[src/rtl/m_ir_encoder_if.sv]
// Port bundle for m_ir_encoder: instruction-field input handshake, instruction-memory
// write port and status outputs.
interface m_ir_encoder_if #(
    parameter int unsigned ADDR_W = 8
);
    logic              w_in_valid;
    logic              w_in_ready;
    logic [1:0]        w_fmt;
    logic [5:0]        w_op;
    logic [4:0]        w_rs;
    logic [4:0]        w_rt;
    logic [4:0]        w_rd;
    logic [4:0]        w_shamt;
    logic [5:0]        w_funct;
    logic [15:0]       w_imm;
    logic [25:0]       w_target;
    logic              w_in_last;
    logic              w_mem_we;
    logic [ADDR_W-1:0] w_mem_addr;
    logic [31:0]       w_mem_wdata;
    logic              w_mem_ready;
    logic              w_err;
    logic              w_done;
    logic [ADDR_W:0]   w_count;

    // Encoder side.
    modport slave (
        input  w_in_valid, w_fmt, w_op, w_rs, w_rt, w_rd, w_shamt, w_funct, w_imm,
               w_target, w_in_last, w_mem_ready,
        output w_in_ready, w_mem_we, w_mem_addr, w_mem_wdata, w_err, w_done, w_count
    );

    // Field source / memory side.
    modport master (
        output w_in_valid, w_fmt, w_op, w_rs, w_rt, w_rd, w_shamt, w_funct, w_imm,
               w_target, w_in_last, w_mem_ready,
        input  w_in_ready, w_mem_we, w_mem_addr, w_mem_wdata, w_err, w_done, w_count
    );
endinterface

[src/rtl/m_ir_encoder.sv]
// MIPS instruction encoder: packs R/I/J field sets into 32-bit words, buffers them in a
// small FIFO and writes them to sequential instruction-memory addresses.
module m_ir_encoder #(
    parameter int unsigned DEPTH     = 4,
    parameter int unsigned ADDR_W    = 8,
    parameter int unsigned BASE_ADDR = 0
) (
    input  logic          w_clk,
    input  logic          w_rst,
    m_ir_encoder_if.slave bus
);
    localparam int unsigned       PtrW     = $clog2(DEPTH);
    localparam int unsigned       CntW     = PtrW + 1;
    localparam logic [ADDR_W-1:0] BaseAddr = ADDR_W'(BASE_ADDR);
    localparam logic [ADDR_W:0]   CountMax = '1;

    typedef enum logic [1:0] {StIdle, StRun, StDrain, StDone} state_e;

    state_e            state_q, state_d;
    logic [31:0]       fifo_q [DEPTH];
    logic [PtrW-1:0]   wr_ptr_q, rd_ptr_q;
    logic [CntW-1:0]   occ_q, occ_d;
    logic [ADDR_W-1:0] addr_q;
    logic [ADDR_W:0]   count_q;
    logic              err_q;

    logic        open_st;
    logic        in_ready;
    logic        accept;
    logic        reserved;
    logic        push;
    logic        pop;
    logic        fifo_empty;
    logic [31:0] word;

    always_comb begin
        word = '0;
        case (bus.w_fmt)
            2'b00:   word = {bus.w_op, bus.w_rs, bus.w_rt, bus.w_rd, bus.w_shamt, bus.w_funct};
            2'b01:   word = {bus.w_op, bus.w_rs, bus.w_rt, bus.w_imm};
            2'b10:   word = {bus.w_op, bus.w_target};
            default: word = '0;
        endcase
    end

    assign open_st    = (state_q == StIdle) || (state_q == StRun);
    // Gate with reset so the source sees no ready while reset is held.
    assign in_ready   = open_st && (occ_q < CntW'(DEPTH)) && !w_rst;
    assign accept     = bus.w_in_valid && in_ready;
    assign reserved   = (bus.w_fmt == 2'b11);
    assign push       = accept && !reserved;
    assign fifo_empty = (occ_q == '0);
    assign pop        = !fifo_empty && bus.w_mem_ready;

    always_comb begin
        occ_d = occ_q;
        case ({push, pop})
            2'b10:   occ_d = occ_q + CntW'(1);
            2'b01:   occ_d = occ_q - CntW'(1);
            default: occ_d = occ_q;
        endcase
    end

    always_comb begin
        state_d = state_q;
        case (state_q)
            StIdle: begin
                if (accept) state_d = bus.w_in_last ? StDrain : StRun;
            end
            StRun: begin
                if (accept && bus.w_in_last) state_d = StDrain;
            end
            StDrain: begin
                if (fifo_empty || (occ_q == CntW'(1) && pop)) state_d = StDone;
            end
            StDone:  state_d = StDone;
            default: state_d = StIdle;
        endcase
    end

    always_ff @(posedge w_clk or posedge w_rst) begin
        if (w_rst) begin
            state_q  <= StIdle;
            wr_ptr_q <= '0;
            rd_ptr_q <= '0;
            occ_q    <= '0;
            addr_q   <= BaseAddr;
            count_q  <= '0;
            err_q    <= 1'b0;
        end else begin
            state_q <= state_d;
            occ_q   <= occ_d;
            if (push) wr_ptr_q <= wr_ptr_q + PtrW'(1);
            if (accept && reserved) err_q <= 1'b1;
            if (pop) begin
                rd_ptr_q <= rd_ptr_q + PtrW'(1);
                // Address wraps to zero, not back to the base address.
                addr_q   <= addr_q + ADDR_W'(1);
                if (count_q != CountMax) count_q <= count_q + (ADDR_W + 1)'(1);
            end
        end
    end

    // Storage needs no reset: the occupancy count decides what is visible.
    always_ff @(posedge w_clk) begin
        if (push) fifo_q[wr_ptr_q] <= word;
    end

    assign bus.w_in_ready  = in_ready;
    assign bus.w_mem_we    = !fifo_empty;
    assign bus.w_mem_wdata = fifo_empty ? 32'h0 : fifo_q[rd_ptr_q];
    assign bus.w_mem_addr  = addr_q;
    assign bus.w_err       = err_q;
    assign bus.w_done      = (state_q == StDone);
    assign bus.w_count     = count_q;
endmodule

[src/flat_wrapper.sv]
// flat-port wrapper written by rule: the top's interface ports become plain ports
module m_ir_encoder_flat 
#(
    parameter int unsigned DEPTH     = 4,
    parameter int unsigned ADDR_W    = 8,
    parameter int unsigned BASE_ADDR = 0
)
  (w_clk, w_rst, bus_w_in_valid, bus_w_fmt, bus_w_op, bus_w_rs, bus_w_rt, bus_w_rd, bus_w_shamt, bus_w_funct, bus_w_imm, bus_w_target, bus_w_in_last, bus_w_mem_ready, bus_w_in_ready, bus_w_mem_we, bus_w_mem_addr, bus_w_mem_wdata, bus_w_err, bus_w_done, bus_w_count);
  m_ir_encoder_if #(.ADDR_W(ADDR_W)) bus_i ();
  input  logic w_clk;
  input  logic w_rst;
  input wire logic [$bits(bus_i.w_in_valid)-1:0] bus_w_in_valid;
  input wire logic [$bits(bus_i.w_fmt)-1:0] bus_w_fmt;
  input wire logic [$bits(bus_i.w_op)-1:0] bus_w_op;
  input wire logic [$bits(bus_i.w_rs)-1:0] bus_w_rs;
  input wire logic [$bits(bus_i.w_rt)-1:0] bus_w_rt;
  input wire logic [$bits(bus_i.w_rd)-1:0] bus_w_rd;
  input wire logic [$bits(bus_i.w_shamt)-1:0] bus_w_shamt;
  input wire logic [$bits(bus_i.w_funct)-1:0] bus_w_funct;
  input wire logic [$bits(bus_i.w_imm)-1:0] bus_w_imm;
  input wire logic [$bits(bus_i.w_target)-1:0] bus_w_target;
  input wire logic [$bits(bus_i.w_in_last)-1:0] bus_w_in_last;
  input wire logic [$bits(bus_i.w_mem_ready)-1:0] bus_w_mem_ready;
  output wire logic [$bits(bus_i.w_in_ready)-1:0] bus_w_in_ready;
  output wire logic [$bits(bus_i.w_mem_we)-1:0] bus_w_mem_we;
  output wire logic [$bits(bus_i.w_mem_addr)-1:0] bus_w_mem_addr;
  output wire logic [$bits(bus_i.w_mem_wdata)-1:0] bus_w_mem_wdata;
  output wire logic [$bits(bus_i.w_err)-1:0] bus_w_err;
  output wire logic [$bits(bus_i.w_done)-1:0] bus_w_done;
  output wire logic [$bits(bus_i.w_count)-1:0] bus_w_count;
  assign bus_i.w_in_valid = bus_w_in_valid;
  assign bus_i.w_fmt = bus_w_fmt;
  assign bus_i.w_op = bus_w_op;
  assign bus_i.w_rs = bus_w_rs;
  assign bus_i.w_rt = bus_w_rt;
  assign bus_i.w_rd = bus_w_rd;
  assign bus_i.w_shamt = bus_w_shamt;
  assign bus_i.w_funct = bus_w_funct;
  assign bus_i.w_imm = bus_w_imm;
  assign bus_i.w_target = bus_w_target;
  assign bus_i.w_in_last = bus_w_in_last;
  assign bus_i.w_mem_ready = bus_w_mem_ready;
  assign bus_w_in_ready = bus_i.w_in_ready;
  assign bus_w_mem_we = bus_i.w_mem_we;
  assign bus_w_mem_addr = bus_i.w_mem_addr;
  assign bus_w_mem_wdata = bus_i.w_mem_wdata;
  assign bus_w_err = bus_i.w_err;
  assign bus_w_done = bus_i.w_done;
  assign bus_w_count = bus_i.w_count;
  m_ir_encoder #(.DEPTH(DEPTH), .ADDR_W(ADDR_W), .BASE_ADDR(BASE_ADDR)) u_core (.w_clk(w_clk), .w_rst(w_rst), .bus(bus_i));
endmodule
[config.mk]
export PLATFORM = sky130hd
export DESIGN_NAME = m_ir_encoder_flat
export DESIGN_NICKNAME = d
export VERILOG_FILES = /design/src/rtl/m_ir_encoder_if.sv /design/src/rtl/m_ir_encoder.sv /design/src/flat_wrapper.sv
export SDC_FILE = /design/constraint.sdc
export NUM_CORES = 1
export LEC_CHECK = 0
export CAP_MARGIN = 10
export CORE_ASPECT_RATIO = 0.5
export CORE_MARGIN = 2
export CORE_UTILIZATION = 52
export CTS_CLUSTER_DIAMETER = 150
export DETAILED_ROUTE_END_ITERATION = 16
export MAX_ROUTING_LAYER = met4
export PLACE_DENSITY = 0.84
export SLEW_MARGIN = 20
export SYNTH_ARGS = -nofsm -noshare
export SYNTH_HDL_FRONTEND = slang
export SYNTH_SLANG_ARGS = --single-unit
[constraint.sdc]
create_clock -name w_clk -period 3 [get_ports w_clk]
set_input_delay 0.6 -clock w_clk [delete_from_list [all_inputs] [get_ports w_clk]]
set_output_delay 0.6 -clock w_clk [all_outputs]
set_load 0.01 [all_outputs]
After elaboration in Yosys (flattened, before gate mapping)
Memories as Yosys holds them, arrays and structs flattened.
Index checks and enable logic that the tools add are counted.

word-level totals
  register bits = 27
  input port bits = 81
  bits in writable memories = 128
  memories kept = 1
  output and inout port bits = 53
  bits in read-only memories = 0
  bits in latches = 0
  logic and storage cells = 57

cells by class
  multiply operators = 0
  multiplexer cells = 10
  bitwise operators = 0
  add/sub/neg operators = 6
  magnitude comparators = 1
  div/mod/pow operators = 0
  reductions and logical operators = 19
  equal/unequal tests = 13
  shift operators = 0

memories
  memory         depth  width  rd ports  clocked after Yosys merged registers in  write ports  RTL line            RTL
  u_core.fifo_q  4      32     1         0                                        1            m_ir_encoder.sv:20  logic [31:0] fifo_q [DEPTH];

operator list
  operator                                                count
  case mux 32 bit (3 select lines)                        1
  2-to-1 mux 32 bit                                       1
  equality test 2 bit (second input constant)             5
  adder 9 x 1 -> 9 bit (second input constant)            1
  inequality test 9 bit (second input constant)           1
  adder 8 x 1 -> 8 bit (second input constant)            1
  logical AND 1 bit                                       8
  2-to-1 mux 2 bit                                        4
  case mux 2 bit (4 select lines)                         1
  equality test 2 x 1 -> 1 bit (second input constant)    3
  case mux 3 bit (2 select lines)                         1
  adder 2 x 1 -> 2 bit (second input constant)            2
  zero test 2 bit                                         2
  inequality test 2 x 1 -> 1 bit (second input constant)  2
  adder 3 x 1 -> 3 bit (second input constant)            1
  equality test 3 x 1 -> 1 bit (second input constant)    1
  zero test 1 bit                                         3
  zero test 3 bit                                         1
  less-than comparator 3 bit (second input constant)      1
  AND reduction 3 bit                                     1
  subtractor 3 x 1 -> 3 bit (second input constant)       1
  logical OR 1 bit                                        2
  2-to-1 mux 1 bit                                        2
  inequality test 2 bit (second input constant)           1
  2 further kinds                                         2

Longest topological paths before layout
Gate-level depths: netlist of the first run.

  depth after elaboration = 8
  depth in mapped cells = 11
  gate-level depth less buffers = 10

Least setup slack after synthesis of the first run
Ideal clock, no wire load.

  path kind = input-to-reg
  from = in bus_w_fmt[0]
  to = mem u_core.fifo_q[1][0], enable pin
  data arrival time = 1.957 ns
  setup slack = 0.651 ns
  library setup time = 0.392 ns
  required time = 2.608 ns
  cell stages on the path = 4
  buffers on the path = 2
  path through = buf_2 -> nand2_1 -> clkbuf_1 -> and3_1

between the ends
  cells in the longest elaborated chain, start to end = 5

ends and longest elaborated chain
  item                                    RTL line             RTL
  from (decl)                             flat_wrapper.sv:13   input wire logic [$bits(bus_i.w_fmt)-1:0] bus_w_fmt;
  equality test 2 bit                     m_ir_encoder.sv:50   assign reserved = (bus.w_fmt == 2'b11);
  zero test 1 bit                         m_ir_encoder.sv:51   assign push = accept && !reserved;
  logical AND 1 bit                       m_ir_encoder.sv:51
  2-to-1 mux 1 bit                        m_ir_encoder.sv:106  if (push) fifo_q[wr_ptr_q] <= word;
  2-to-1 mux 1 bit (not written as such)  m_ir_encoder.sv:106
  to (decl)                               m_ir_encoder.sv:20

Every way passes these cells.

Worst setup path after layout of the first run
  from = reg u_core.rd_ptr_q[0]
  to = out bus_w_mem_wdata[1]

between the ends
  cells in the longest elaborated chain, start to end = 2

ends and longest elaborated chain
  item                    RTL line             RTL
  from (decl)             m_ir_encoder.sv:21   logic [PtrW-1:0] wr_ptr_q, rd_ptr_q;
  from (signal assigned)  m_ir_encoder.sv:96   rd_ptr_q <= rd_ptr_q + PtrW'(1);
  memory (4 x 32 bit)     --
  2-to-1 mux 32 bit       m_ir_encoder.sv:111  assign bus.w_mem_wdata = fifo_empty ? 32'h0 : fifo_q[rd_ptr_q];
  to (decl)               flat_wrapper.sv:27   output wire logic [$bits(bus_i.w_mem_wdata)-1:0] bus_w_mem_wdata;

Every way passes these cells.

==> out/results.ini, run 1 <==
[synth]
yosysWarningCount = 0
synth_cell_types = 34
syn_inst = 420
yosysSeqAreaShare_pct = 66.3
syn_area_sq_mm = 0.00681
syn-num-nets = 513
ys_seq_elements = 155
avgSynthCellArea_sq_um = 16.2

[worst_setup_path]
cpLargestDelayFamily = buffers and inverters
cp_slowest_cell = mux4_1
crit_end = bus_w_mem_wdata[1]
path_class = reg -> out
path_buf_inv = 2
critPathMaxStageDelay_ps = 640
crit_chain = buf_12, mux4_1, and2_1, clkdlybuf4s50_1
worstPathArrival_ps = 2320
critPathRequiredTime_ps = 2400
cp_max_fo = 18
reg2reg_depth = 11
rr_endpoint = u_core.occ_q[2]
ff2ff_setup_slack_ps = 820
start_kind = flop
timing.rr.start = u_core.occ_q[0]
end_kind = output port
cp.depth = 4
worstSetupStartpoint = u_core.rd_ptr_q[0]

[global_routing]
grt_max_degree = 30
grt_use_total_pct = 22.0
grt_pass1_vias = 4220
grt-ovfl-total = 0
antenna_found_initial = 0
grt_pass1_wl_microns = 22400

[worst_hold_path]
hold_class = reg -> reg

[finish]
seq_area_sq_mm = 0.00452
areaGrowthSynthToFinish_pct = 32.6
fillers = 826
fin_nets = 665
multi_input_area_sq_mm = 0.00208
drive_gt1_share_pct = 16.9
insertedDiodeCount = 0

[sta]
max_freq_mhz = 342
drv_slew = 0
clock_skew_ps = 6.49
hold_ws_ps = 485
fin_crit_sh_pct = 97.5
tightest_slew_ps = 670
fin_crit_ps = 2920
hold_violations = 0
rsz0062_at_grt = false
slew_headroom_pct = 55.2
setup_tns_ps = 0
setup_viol = 0

[die]
dieArea_sq_mm = 0.0141
rows = 29
ios = 134
start_util_pct = 53.5
die-height_microns = 84.9
core-area_sq_mm = 0.0127
die_x_microns = 166

[detailed_routing]
post-route-drc-count = 0
drt-wirelength-per-cell_microns = 19.2
via_per_inst = 5.41
num_vias = 4088
ant_nets = 0
drtIter0Drc = 286
wirelength_microns = 14500
drtPass1Iterations = 4

[power_and_ir_drop]
ir_drop_mv = 0.404
p_per_area_mw_per_mm2 = 870
p_leak_nw = 3.29

[clock_network]
clockRootBuffer = clkbuf_16
cts_tree = built
cts_buffer_depth = 2
clkLatencyLatePin_ps = 420
cts_buffers = 17
cts_num_sinks = 155
h-tree-depth = 4
clk_pin_slew_ps = 60

[status]
outcome = finished clean

[place]
gp_congestion = 0.754
dp_hpwl_microns = 9520
io_buffer_count = 133

[flow_run]
max_cap_violations = 0

worst register-to-register path: stages (launching register included):
cell and delay (ps):
dfrtp_1 420, inv_1 80, ha_1 220, nor2b_4 140, inv_2 100, buf_12 180
nand2_1 170, inv_1 120, ha_1 210, mux2i_1 210, nor2_1 70, xor2_1 140
cell usage after synthesis (all sizes together):
| master | number | share of area, % |
|---|---|---|
| nor4b | 1 | 0.35 |
| nor3b | 2 | 0.22 |
| and2 | 40 | 3.7 |
| nor2b | 2 | 0.18 |
| ha | 12 | 2.2 |
| and4 | 2 | 0.26 |
| clkbuf | 7 | 0.39 |
| nand4 | 5 | 0.46 |
| o21ai | 28 | 2.1 |
| nand2 | 32 | 1.8 |
| nand2b | 2 | 0.18 |
| a31o | 1 | 0.13 |
| dfrtp | 27 | 9.9 |
| mux4 | 32 | 11 |
| nor4 | 3 | 0.55 |
| nor3 | 3 | 0.22 |
| o31a | 1 | 0.13 |
| mux2 | 3 | 0.55 |
| xor2 | 8 | 1.0 |
| and3 | 7 | 0.64 |
| edfxtp | 128 | 56 |
| a21oi | 1 | 0.073 |
| inv | 18 | 0.99 |
| nor2 | 3 | 0.17 |
| xnor2 | 12 | 1.5 |
| buf | 16 | 2.1 |
| mux2i | 17 | 2.5 |
| nand3 | 7 | 0.51 |
area by class of cell:
class | instances | area share (%)
well taps | 170 | 2.35
multi-input cells | 224 | 23.0
clock inverters | 15 | 2.09
inverters | 18 | 0.748
clock buffers | 17 | 4.71
flip-flops and latches | 155 | 50.0
repair buffers | 156 | 17.1
cell usage in the layout (no fill, tap or decap), types with 4 or more instances in the layout:
cell	instances
nand3_1	7
mux4_2	28
clkdlybuf4s50_1	133
dfrtp_1	26
ha_1	12
and3_2	4
o21ai_0	28
nand4_1	5
clkbuf_16	17
buf_4	20
nand2_1	32
xor2_1	8
edfxtp_1	128
mux2i_1	17
xnor2_1	12
clkinvlp_4	4
mux4_1	4
and2_1	40
inv_1	17
state kept, by name, summed over array words and instances, names as in the netlist:
name                   cells
u_core.fifo_q            128
u_core.bus.w_count         9
u_core.bus.w_mem_addr      8
u_core.occ_q               3
u_core.rd_ptr_q            2
u_core.state_q             2
u_core.wr_ptr_q            2
u_core.bus.w_err           1
per-stage QoR:
| step | power, W | setup WS [ps] | util (%) | cells | area, sq um |
|---|---|---|---|---|---|
| 6_report | 0.00786 | 75.5 | 70.9 | 755 | 9030 |
| 5_1_grt | 0.00822 | 4.61 | 70.9 | 755 | 9030 |
| 4_1_cts | 0.00787 | 1.92 | 70.6 | 752 | 8990 |
| 3_5_place_dp | 0.00563 | 217 | 65.6 | 720 | 8360 |
| 3_3_place_gp | 0.00555 | 281 | 65.6 | 720 | 8360 |
| 2_1_floorplan | 0.00440 | 651 | - | 420 | 6810 |
how the worst min path moves through the flow:
stage,startpoint,endpoint,slack [ps],cells past startpoint
after global routing,u_core.bus.w_count[7],u_core.bus.w_count[7],500,1
after CTS,u_core.bus.w_mem_addr[7],u_core.bus.w_mem_addr[7],490,1
after detailed placement,u_core.bus.w_mem_addr[7],u_core.bus.w_mem_addr[7],480,1
final,u_core.bus.w_mem_addr[7],u_core.bus.w_mem_addr[7],490,1
after global placement,u_core.bus.w_mem_addr[7],u_core.bus.w_mem_addr[7],460,1
after floorplan,u_core.state_q[0],u_core.state_q[0],470,1
cells by family after synthesis:
family          after synthesis  share of synthesized area [%]
flops                       155                           66.3
simple gates                109                           9.18
xor+xnor                     20                           2.57
buf+inv                      41                           3.47
compound gates               31                           2.39
fa+ha+maj                    12                           2.20
mux                          52                           13.8
where the power goes:
part | switching (W) | total, W | leakage [nW] | internal [W]
registers | 0.000227 | 0.00279 | 1.48 | 0.00256
clock network | 0.000875 | 0.00220 | 0.288 | 0.00132
logic | 0.00119 | 0.00287 | 1.52 | 0.00168
total | 0.00230 | 0.00786 | 3.29 | 0.00557
what timing repair did:
| action | CTS | global route |
|---|---|---|
| hold buffers | 0 | 0 |
| resized for setup | 4 | 4 |
| setup buffers | 0 | 3 |
| setup endpoints to repair | 33 | 25 |
per-layer routing:
metal | vias to the layer above | global-route usage [%] | wire length, microns
met5 | - | - | 0
met4 | 0 | 8.62 | 277
met3 | 30 | 4.66 | 618
met2 | 127 | 37.2 | 7420
met1 | 2049 | 26.4 | 6180
li1 | 1882 | - | -
Power figures use the tool's default switching activity.
==> inputs of run 2 (changes only) <==
--- a/config.mk
+++ b/config.mk
@@ -5,6 +5,7 @@
 export SDC_FILE = /design/constraint.sdc
 export NUM_CORES = 1
 export LEC_CHECK = 0
+export ABC_CLOCK_PERIOD_IN_PS = 3000
 export CAP_MARGIN = 10
 export CORE_ASPECT_RATIO = 0.5
 export CORE_MARGIN = 2
==> results of run 2 <==
Same layout as run 1: the final DEF is identical, and so are final timing and power.
